**config.mk**
```make
export PLATFORM = sky130hd
export DESIGN_NAME = mdu_iter_flat
export DESIGN_NICKNAME = d
export VERILOG_FILES = /design/src/rtl/mdu_iter_if.sv /design/src/rtl/mdu_iter.sv /design/src/flat_wrapper.sv
export SDC_FILE = /design/constraint.sdc
export NUM_CORES = 1
export LEC_CHECK = 0
export ABC_AREA = 1
export ABC_CLOCK_PERIOD_IN_PS = 6300
export BUFFER_PORTS_ARGS = -buffer_cell sky130_fd_sc_hd__buf_2
export CAP_MARGIN = 20
export CORE_UTILIZATION = 30
export DETAILED_ROUTE_END_ITERATION = 12
export PLACE_DENSITY_LB_ADDON = 0.15
export SYNTH_ARGS = -nofsm -noshare
export SYNTH_HDL_FRONTEND = slang
export SYNTH_SLANG_ARGS = --single-unit
```
**constraint.sdc**
```tcl
create_clock -name clk -period 6.3 [get_ports clk]
set_input_delay 0.315 -clock clk [delete_from_list [all_inputs] [get_ports clk]]
set_output_delay 0.315 -clock clk [all_outputs]
set_load 0.01 [all_outputs]
```
**src/rtl/mdu_iter_if.sv**
```systemverilog
// Request/result bundle between the EX-stage control and the iterative multiply/divide unit.
// master = control FSM side, slave = mdu_iter.
`timescale 1ns/1ps
interface mdu_iter_if #(parameter int WIDTH = 32);
  logic             start;
  logic [1:0]       op;
  logic [WIDTH-1:0] srcA;
  logic [WIDTH-1:0] srcB;
  logic             cancel;
  logic             hi_we;
  logic             lo_we;
  logic [WIDTH-1:0] wdata;
  logic             busy;
  logic             done;
  logic [WIDTH-1:0] hi;
  logic [WIDTH-1:0] lo;

  modport master (output start, op, srcA, srcB, cancel, hi_we, lo_we, wdata,
                  input  busy, done, hi, lo);
  modport slave  (input  start, op, srcA, srcB, cancel, hi_we, lo_we, wdata,
                  output busy, done, hi, lo);
endinterface

```
**src/rtl/mdu_iter.sv**
```systemverilog
// Iterative MULT/MULTU/DIV/DIVU into HI/LO: WIDTH+1 cycles accept-to-result, done pulses one cycle later.
// No backpressure: start is ignored while busy, the caller stalls on busy.
`timescale 1ns/1ps
module mdu_iter #(
  parameter int WIDTH = 32
) (
  input  logic clk,
  input  logic rst,
  mdu_iter_if.slave bus
);

  localparam int CW = $clog2(WIDTH + 1);

  localparam logic [1:0] IDLE = 2'd0;
  localparam logic [1:0] CALC = 2'd1;
  localparam logic [1:0] FIX  = 2'd2;
  localparam logic [1:0] DONE = 2'd3;

  logic [1:0]         state;
  logic [CW-1:0]      cnt;
  logic [2*WIDTH-1:0] acc;
  logic [WIDTH-1:0]   bmag;
  logic [WIDTH-1:0]   araw;
  logic               is_div;
  logic               neg_q;
  logic               neg_r;
  logic [WIDTH-1:0]   hi_r;
  logic [WIDTH-1:0]   lo_r;

  logic               accept;
  logic               a_neg;
  logic               b_neg;
  logic [WIDTH-1:0]   amag;
  logic [WIDTH-1:0]   bmag_in;
  logic [WIDTH:0]     msum;
  logic [2*WIDTH-1:0] acc_mul;
  logic [WIDTH:0]     dshift;
  logic [WIDTH:0]     ddiff;
  logic [2*WIDTH-1:0] acc_div;
  logic [2*WIDTH-1:0] prod_f;
  logic [WIDTH-1:0]   quo_f;
  logic [WIDTH-1:0]   rem_f;

  assign accept  = bus.start && (state == IDLE || state == DONE);
  assign a_neg   = ~bus.op[0] & bus.srcA[WIDTH-1];
  assign b_neg   = ~bus.op[0] & bus.srcB[WIDTH-1];
  assign amag    = a_neg ? -bus.srcA : bus.srcA;
  assign bmag_in = b_neg ? -bus.srcB : bus.srcB;

  // acc low half starts as |A|: multiplier bits for multiply, dividend bits for divide
  assign msum    = {1'b0, acc[2*WIDTH-1:WIDTH]} + (acc[0] ? {1'b0, bmag} : {(WIDTH+1){1'b0}});
  assign acc_mul = {msum, acc[WIDTH-1:1]};

  // acc upper half is the partial remainder; the shifted-in bit forms the guard position
  assign dshift  = acc[2*WIDTH-1:WIDTH-1];
  assign ddiff   = dshift - {1'b0, bmag};
  assign acc_div = ddiff[WIDTH] ? {acc[2*WIDTH-2:0], 1'b0}
                                : {ddiff[WIDTH-1:0], acc[WIDTH-2:0], 1'b1};

  assign prod_f  = neg_q ? -acc : acc;
  assign quo_f   = neg_q ? -acc[WIDTH-1:0] : acc[WIDTH-1:0];
  assign rem_f   = neg_r ? -acc[2*WIDTH-1:WIDTH] : acc[2*WIDTH-1:WIDTH];

  always_ff @(posedge clk or posedge rst) begin
    if (rst) begin
      state  <= IDLE;
      cnt    <= '0;
      acc    <= '0;
      bmag   <= '0;
      araw   <= '0;
      is_div <= 1'b0;
      neg_q  <= 1'b0;
      neg_r  <= 1'b0;
      hi_r   <= '0;
      lo_r   <= '0;
    end else begin
      case (state)
        IDLE, DONE: begin
          if (accept) begin
            state  <= CALC;
            cnt    <= CW'(WIDTH);
            acc    <= {{WIDTH{1'b0}}, amag};
            bmag   <= bmag_in;
            araw   <= bus.srcA;
            is_div <= bus.op[1];
            neg_q  <= a_neg ^ b_neg;
            neg_r  <= a_neg;
          end else begin
            state <= IDLE;
            if (bus.hi_we) hi_r <= bus.wdata;
            if (bus.lo_we) lo_r <= bus.wdata;
          end
        end
        CALC: begin
          if (bus.cancel) begin
            state <= IDLE;
          end else begin
            acc <= is_div ? acc_div : acc_mul;
            cnt <= cnt - CW'(1);
            if (cnt == CW'(1)) state <= FIX;
          end
        end
        FIX: begin
          if (bus.cancel) begin
            state <= IDLE;
          end else begin
            state <= DONE;
            if (!is_div) begin
              {hi_r, lo_r} <= prod_f;
            end else if (bmag == '0) begin
              // divide by zero: raw dividend in HI, all ones in LO, no sign fix
              hi_r <= araw;
              lo_r <= '1;
            end else begin
              hi_r <= rem_f;
              lo_r <= quo_f;
            end
          end
        end
        default: state <= IDLE;
      endcase
    end
  end

  assign bus.busy = (state == CALC) || (state == FIX);
  assign bus.done = (state == DONE);
  assign bus.hi   = hi_r;
  assign bus.lo   = lo_r;

endmodule

```
**src/flat_wrapper.sv**
```systemverilog
// flat-port wrapper written by rule: the top's interface ports become plain ports
module mdu_iter_flat 
#(
  parameter int WIDTH = 32
)
  (clk, rst, bus_start, bus_op, bus_srcA, bus_srcB, bus_cancel, bus_hi_we, bus_lo_we, bus_wdata, bus_busy, bus_done, bus_hi, bus_lo);
  mdu_iter_if #(.WIDTH(WIDTH)) bus_i ();
  input  logic clk;
  input  logic rst;
  input wire logic [$bits(bus_i.start)-1:0] bus_start;
  input wire logic [$bits(bus_i.op)-1:0] bus_op;
  input wire logic [$bits(bus_i.srcA)-1:0] bus_srcA;
  input wire logic [$bits(bus_i.srcB)-1:0] bus_srcB;
  input wire logic [$bits(bus_i.cancel)-1:0] bus_cancel;
  input wire logic [$bits(bus_i.hi_we)-1:0] bus_hi_we;
  input wire logic [$bits(bus_i.lo_we)-1:0] bus_lo_we;
  input wire logic [$bits(bus_i.wdata)-1:0] bus_wdata;
  output wire logic [$bits(bus_i.busy)-1:0] bus_busy;
  output wire logic [$bits(bus_i.done)-1:0] bus_done;
  output wire logic [$bits(bus_i.hi)-1:0] bus_hi;
  output wire logic [$bits(bus_i.lo)-1:0] bus_lo;
  assign bus_i.start = bus_start;
  assign bus_i.op = bus_op;
  assign bus_i.srcA = bus_srcA;
  assign bus_i.srcB = bus_srcB;
  assign bus_i.cancel = bus_cancel;
  assign bus_i.hi_we = bus_hi_we;
  assign bus_i.lo_we = bus_lo_we;
  assign bus_i.wdata = bus_wdata;
  assign bus_busy = bus_i.busy;
  assign bus_done = bus_i.done;
  assign bus_hi = bus_i.hi;
  assign bus_lo = bus_i.lo;
  mdu_iter #(.WIDTH(WIDTH)) u_core (.clk(clk), .rst(rst), .bus(bus_i));
endmodule
```
==> flow_summary.rst <==
.. list-table::
   :header-rows: 1

   * - Metric
     - Value
   * - Part of the Yosys area used for sequential elements
     - 25.6%
   * - Global routing met1 resource utilization
     - 38.5%
   * - End-of-flow core utilization
     - 34.6%
   * - Transition time of the tightest slew-check pin
     - 1080 ps
   * - Clock-pin slew on the worst setup and hold paths
     - 60 ps
   * - Worst path arrival time
     - 4590 ps
   * - Largest net degree at the start of global routing
     - 101
   * - Start-to-end type of the worst setup path
     - register to register
   * - Final worst-path cycle share
     - 66.1%
   * - Total die area
     - 67,100 um2
   * - Starting Density
     - 30.5%
   * - Ant. Diodes
     - 0
   * - Final Skew
     - 14.6 ps
   * - Max stage delay on crit path
     - 650 ps
   * - Total leakage power
     - 11.6 nW
   * - Maximum count of clock buffers along a single path
     - 3
   * - Routed length per placed instance
     - 19.7 um
   * - Worst slew slack as a fraction of its limit
     - 28.0%
   * - Global-route met3 utilization
     - 3.10%
   * - Number of global-route vias before repair
     - 20,400
   * - Power per cell area
     - 653 nW/um2
   * - Root buffer selected by CTS
     - clkbuf_16
   * - CTS tree
     - built
   * - Synthesized area
     - 19,800 um2
   * - First-pass GRT wire length
     - 129 mm
   * - Share of post-route cells with drive strength above 1
     - 9.42%
   * - Met2 layer usage reported by global route
     - 36.5%
   * - Num ports
     - 170
   * - Number of routed nets with antenna violations
     - 0
   * - H-tree Lvls
     - 1
   * - Number of setup buffers added after CTS
     - 0
   * - Average instance area after synthesis
     - 5.89 um2
   * - Final critical path time including I/O delays and setup
     - 4170 ps
   * - Final weighted congestion in routability-driven placement
     - 0.952
   * - Post-CTS resize count
     - 0
   * - Number of synthesized register bits
     - 203
   * - Number of hold buffers added after cts
     - 2
   * - Achievable frequency
     - 240 MHz
   * - Run status
     - complete, no violations
   * - Max-cap check violation count
     - 0
   * - Setup crit end kind
     - register
   * - Max-slew violation total from the final report
     - 0
   * - Later-pin clock latency in the skew report
     - 580 ps
   * - Port Buffers
     - 169
   * - Post-layout power
     - 14.7 mW
   * - Startpoint kind of the worst setup timing path
     - register
   * - DRC violations left
     - 0
   * - Wire length reported by the detailed router
     - 85.8 mm
   * - Worst ir drop on vdd
     - 0.000212 V
   * - Antenna violations before repair
     - 1
   * - Final Hold Viols
     - 0
   * - Total Negative Setup Slacks
     - 0 ps
   * - Tot GR Track Use
     - 25.1%
   * - Peak-usage layer in the global routing report
     - met1
   * - Post-Syn Instances
     - 3,370
   * - DRC violation total after the first TritonRoute iteration
     - 2,121
   * - Total Nets Final
     - 3,652
   * - Data required time at the worst endpoint
     - 6730 ps
   * - Die Y-Extent
     - 259 um
   * - Cell with the largest stage delay on the worst path
     - nor2_4
   * - Core box area
     - 64,900 um2
   * - Remaining global-route overflow
     - 0
   * - Setup Viol. Count Final
     - 0
   * - Via density per instance
     - 5.08
   * - Number of distinct library cell variants in the gate-level netlist after synthesis
     - 51
   * - Clock sink count
     - 203
   * - Layout Area Growth over Synthesis
     - 13.3%
   * - Crit path cell chain
     - inv_1 > ha_2 > buf_4 > inv_2 > or2_1 > o21ai_1 > nand2_1 > nor2_4 > inv_2 > a21oi_1 > a21oi_1
   * - HPWL after DPL
     - 67.5 mm
   * - Site Rows
     - 93
   * - TritonCTS Buffers
     - 28
   * - Synthesized netlist net count
     - 3,549
   * - Unrepaired setup endpoints after global routing
     - no
   * - Yosys warns
     - 0
   * - Classification of the worst-slack hold path
     - primary input to register
   * - Crit path max fanout
     - 73
   * - Detailed-route via count
     - 22,100
   * - Die boundary width
     - 259 um
   * - DRT Pass-1 Iters
     - 8
-- registers in the layout (all words and copies together) (netlist names) --
signal and flops:
u_core.acc 64, u_core.neg_r 1, u_core.state 2, u_core.bus.lo 32, u_core.cnt 6, u_core.bmag 32
u_core.araw 32, u_core.is_div 1, u_core.neg_q 1, u_core.bus.hi 32
-- path summary, 6_finish.rpt --
kind / startpoint / end / slack, ps / depth (start not counted)
setup / recovery: u_core.state[0] / u_core.bus.lo[25] / 2130 / 11
hold / removal: bus_srcA[8] / u_core.araw[8] / 30 / 3
setup reg to reg: u_core.state[0] / u_core.bus.lo[25] / 2130 / 11
hold reg to reg: u_core.araw[10] / u_core.araw[10] / 480 / 2
max in group asynchronous: rst / u_core.is_div / 4590 / 4
min in group asynchronous: rst / u_core.bus.hi[21] / 450 / 3
-- synth_stat cells (all sizes together) --
master       instances  area, um2
nand3b              19        143
or2                  9       56.3
o21bai               9       67.6
nand2             1073       4130
dfrtp              203       5080
nor4                 5       31.3
nor2               465       1790
o21a                 1       7.51
dlygate4sd1          1       8.76
nand3              336       1830
buf                 43        268
o21ai              226       1140
a21oi              228       1160
ha                  73        913
inv                425       1600
a21boi               2       15.0
nor3b                2       15.0
and2                 3       18.8
o22ai                2       12.5
fa                   2       40.0
o31ai                2       15.0
a31oi               31        194
nand4               33        206
xnor2               11       96.3
nor3                16       85.1
a21o                 3       22.5
clkinv               2       7.51
a22oi                5       37.5
o211ai               6       45.0
xor2                61        534
clkbuf              73        275
-- worst max-delay path: cells and delay by family, from the launching register on --
family	cells	cell delay [ps]
AO/OA/AOI/OAI	3	440
adder cells (fa/ha/maj)	1	160
buffers and inverters	4	1720
AND/OR/NAND/NOR	3	1240
flip-flops	1	400
-- kinds of logic after synthesis --
logic type	count (synthesis)	share of synthesized area (%)
adder cells (fa/ha/maj)	75	4.81
AND/OR/NAND/NOR	1961	41.9
XOR/XNOR	72	3.18
flip-flops	203	25.6
AO/OA/AOI/OAI	515	13.7
buffers and inverters	544	10.9
-- placed cells by master (no fill, tap or decap), types with 5 or more instances in the layout --
master / synthesis / final
nand3_1: 307 / 307
bufinv_16: 0 / 7
clkbuf_16: 0 / 29
a22oi_1: 5 / 5
nor2_2: 8 / 10
inv_1: 416 / 414
nand2_2: 18 / 19
a21oi_1: 226 / 226
nand4_1: 33 / 33
dfrtp_1: 203 / 201
nand3_2: 28 / 28
ha_1: 73 / 72
buf_4: 3 / 18
nor3_1: 15 / 15
a31oi_1: 31 / 31
o211ai_1: 6 / 6
clkbuf_8: 0 / 6
o21ai_1: 13 / 13
nand2_1: 1049 / 1048
o21ai_0: 211 / 211
nand3b_1: 19 / 19
buf_2: 20 / 169
nor2_1: 454 / 451
nand2_4: 5 / 5
xnor2_1: 11 / 11
xor2_1: 61 / 61
inv_2: 9 / 10
nor4_1: 5 / 5
o21bai_1: 9 / 9
or2_2: 7 / 7
-- final cells by class --
type                       instances  area [um2]
sequential                       203        5080
timing repair buffer             190        1030
clock buffer                      39         823
multi-input combinational       2623       12600
clock inverter                    12         238
tap                              855        1070
inverter                         427        1610
fill                            7413       42500
-- report_power, final --
group,internal (mW),total (mW),switching (mW)
logic,3.00,9.81,6.81
clock network,1.19,1.85,0.665
registers,1.95,3.01,1.06
total,6.14,14.7,8.54
-- routing by layer --
layer | share of wire (%) | wire [um]
met3 | 7.4 | 6380
met5 | 0 | 0
met2 | 41 | 35500
met1 | 49 | 41700
met4 | 2.5 | 2190
-- through the flow --
stage | worst slack [ps] | hold slack (ps) | instance area, um2 | instances
2_1_floorplan | 446 | 422 | 19800 | 3370
3_3_place_gp | 2310 | 470 | 21400 | 4295
3_5_place_dp | 2180 | 474 | 21400 | 4296
4_1_cts | 2180 | 23.5 | 22500 | 4349
5_1_grt | 1840 | 49.0 | 22500 | 4349
6_report | 2130 | 33.8 | 22500 | 4349
Note: power is estimated with default switching activity, not from simulation.
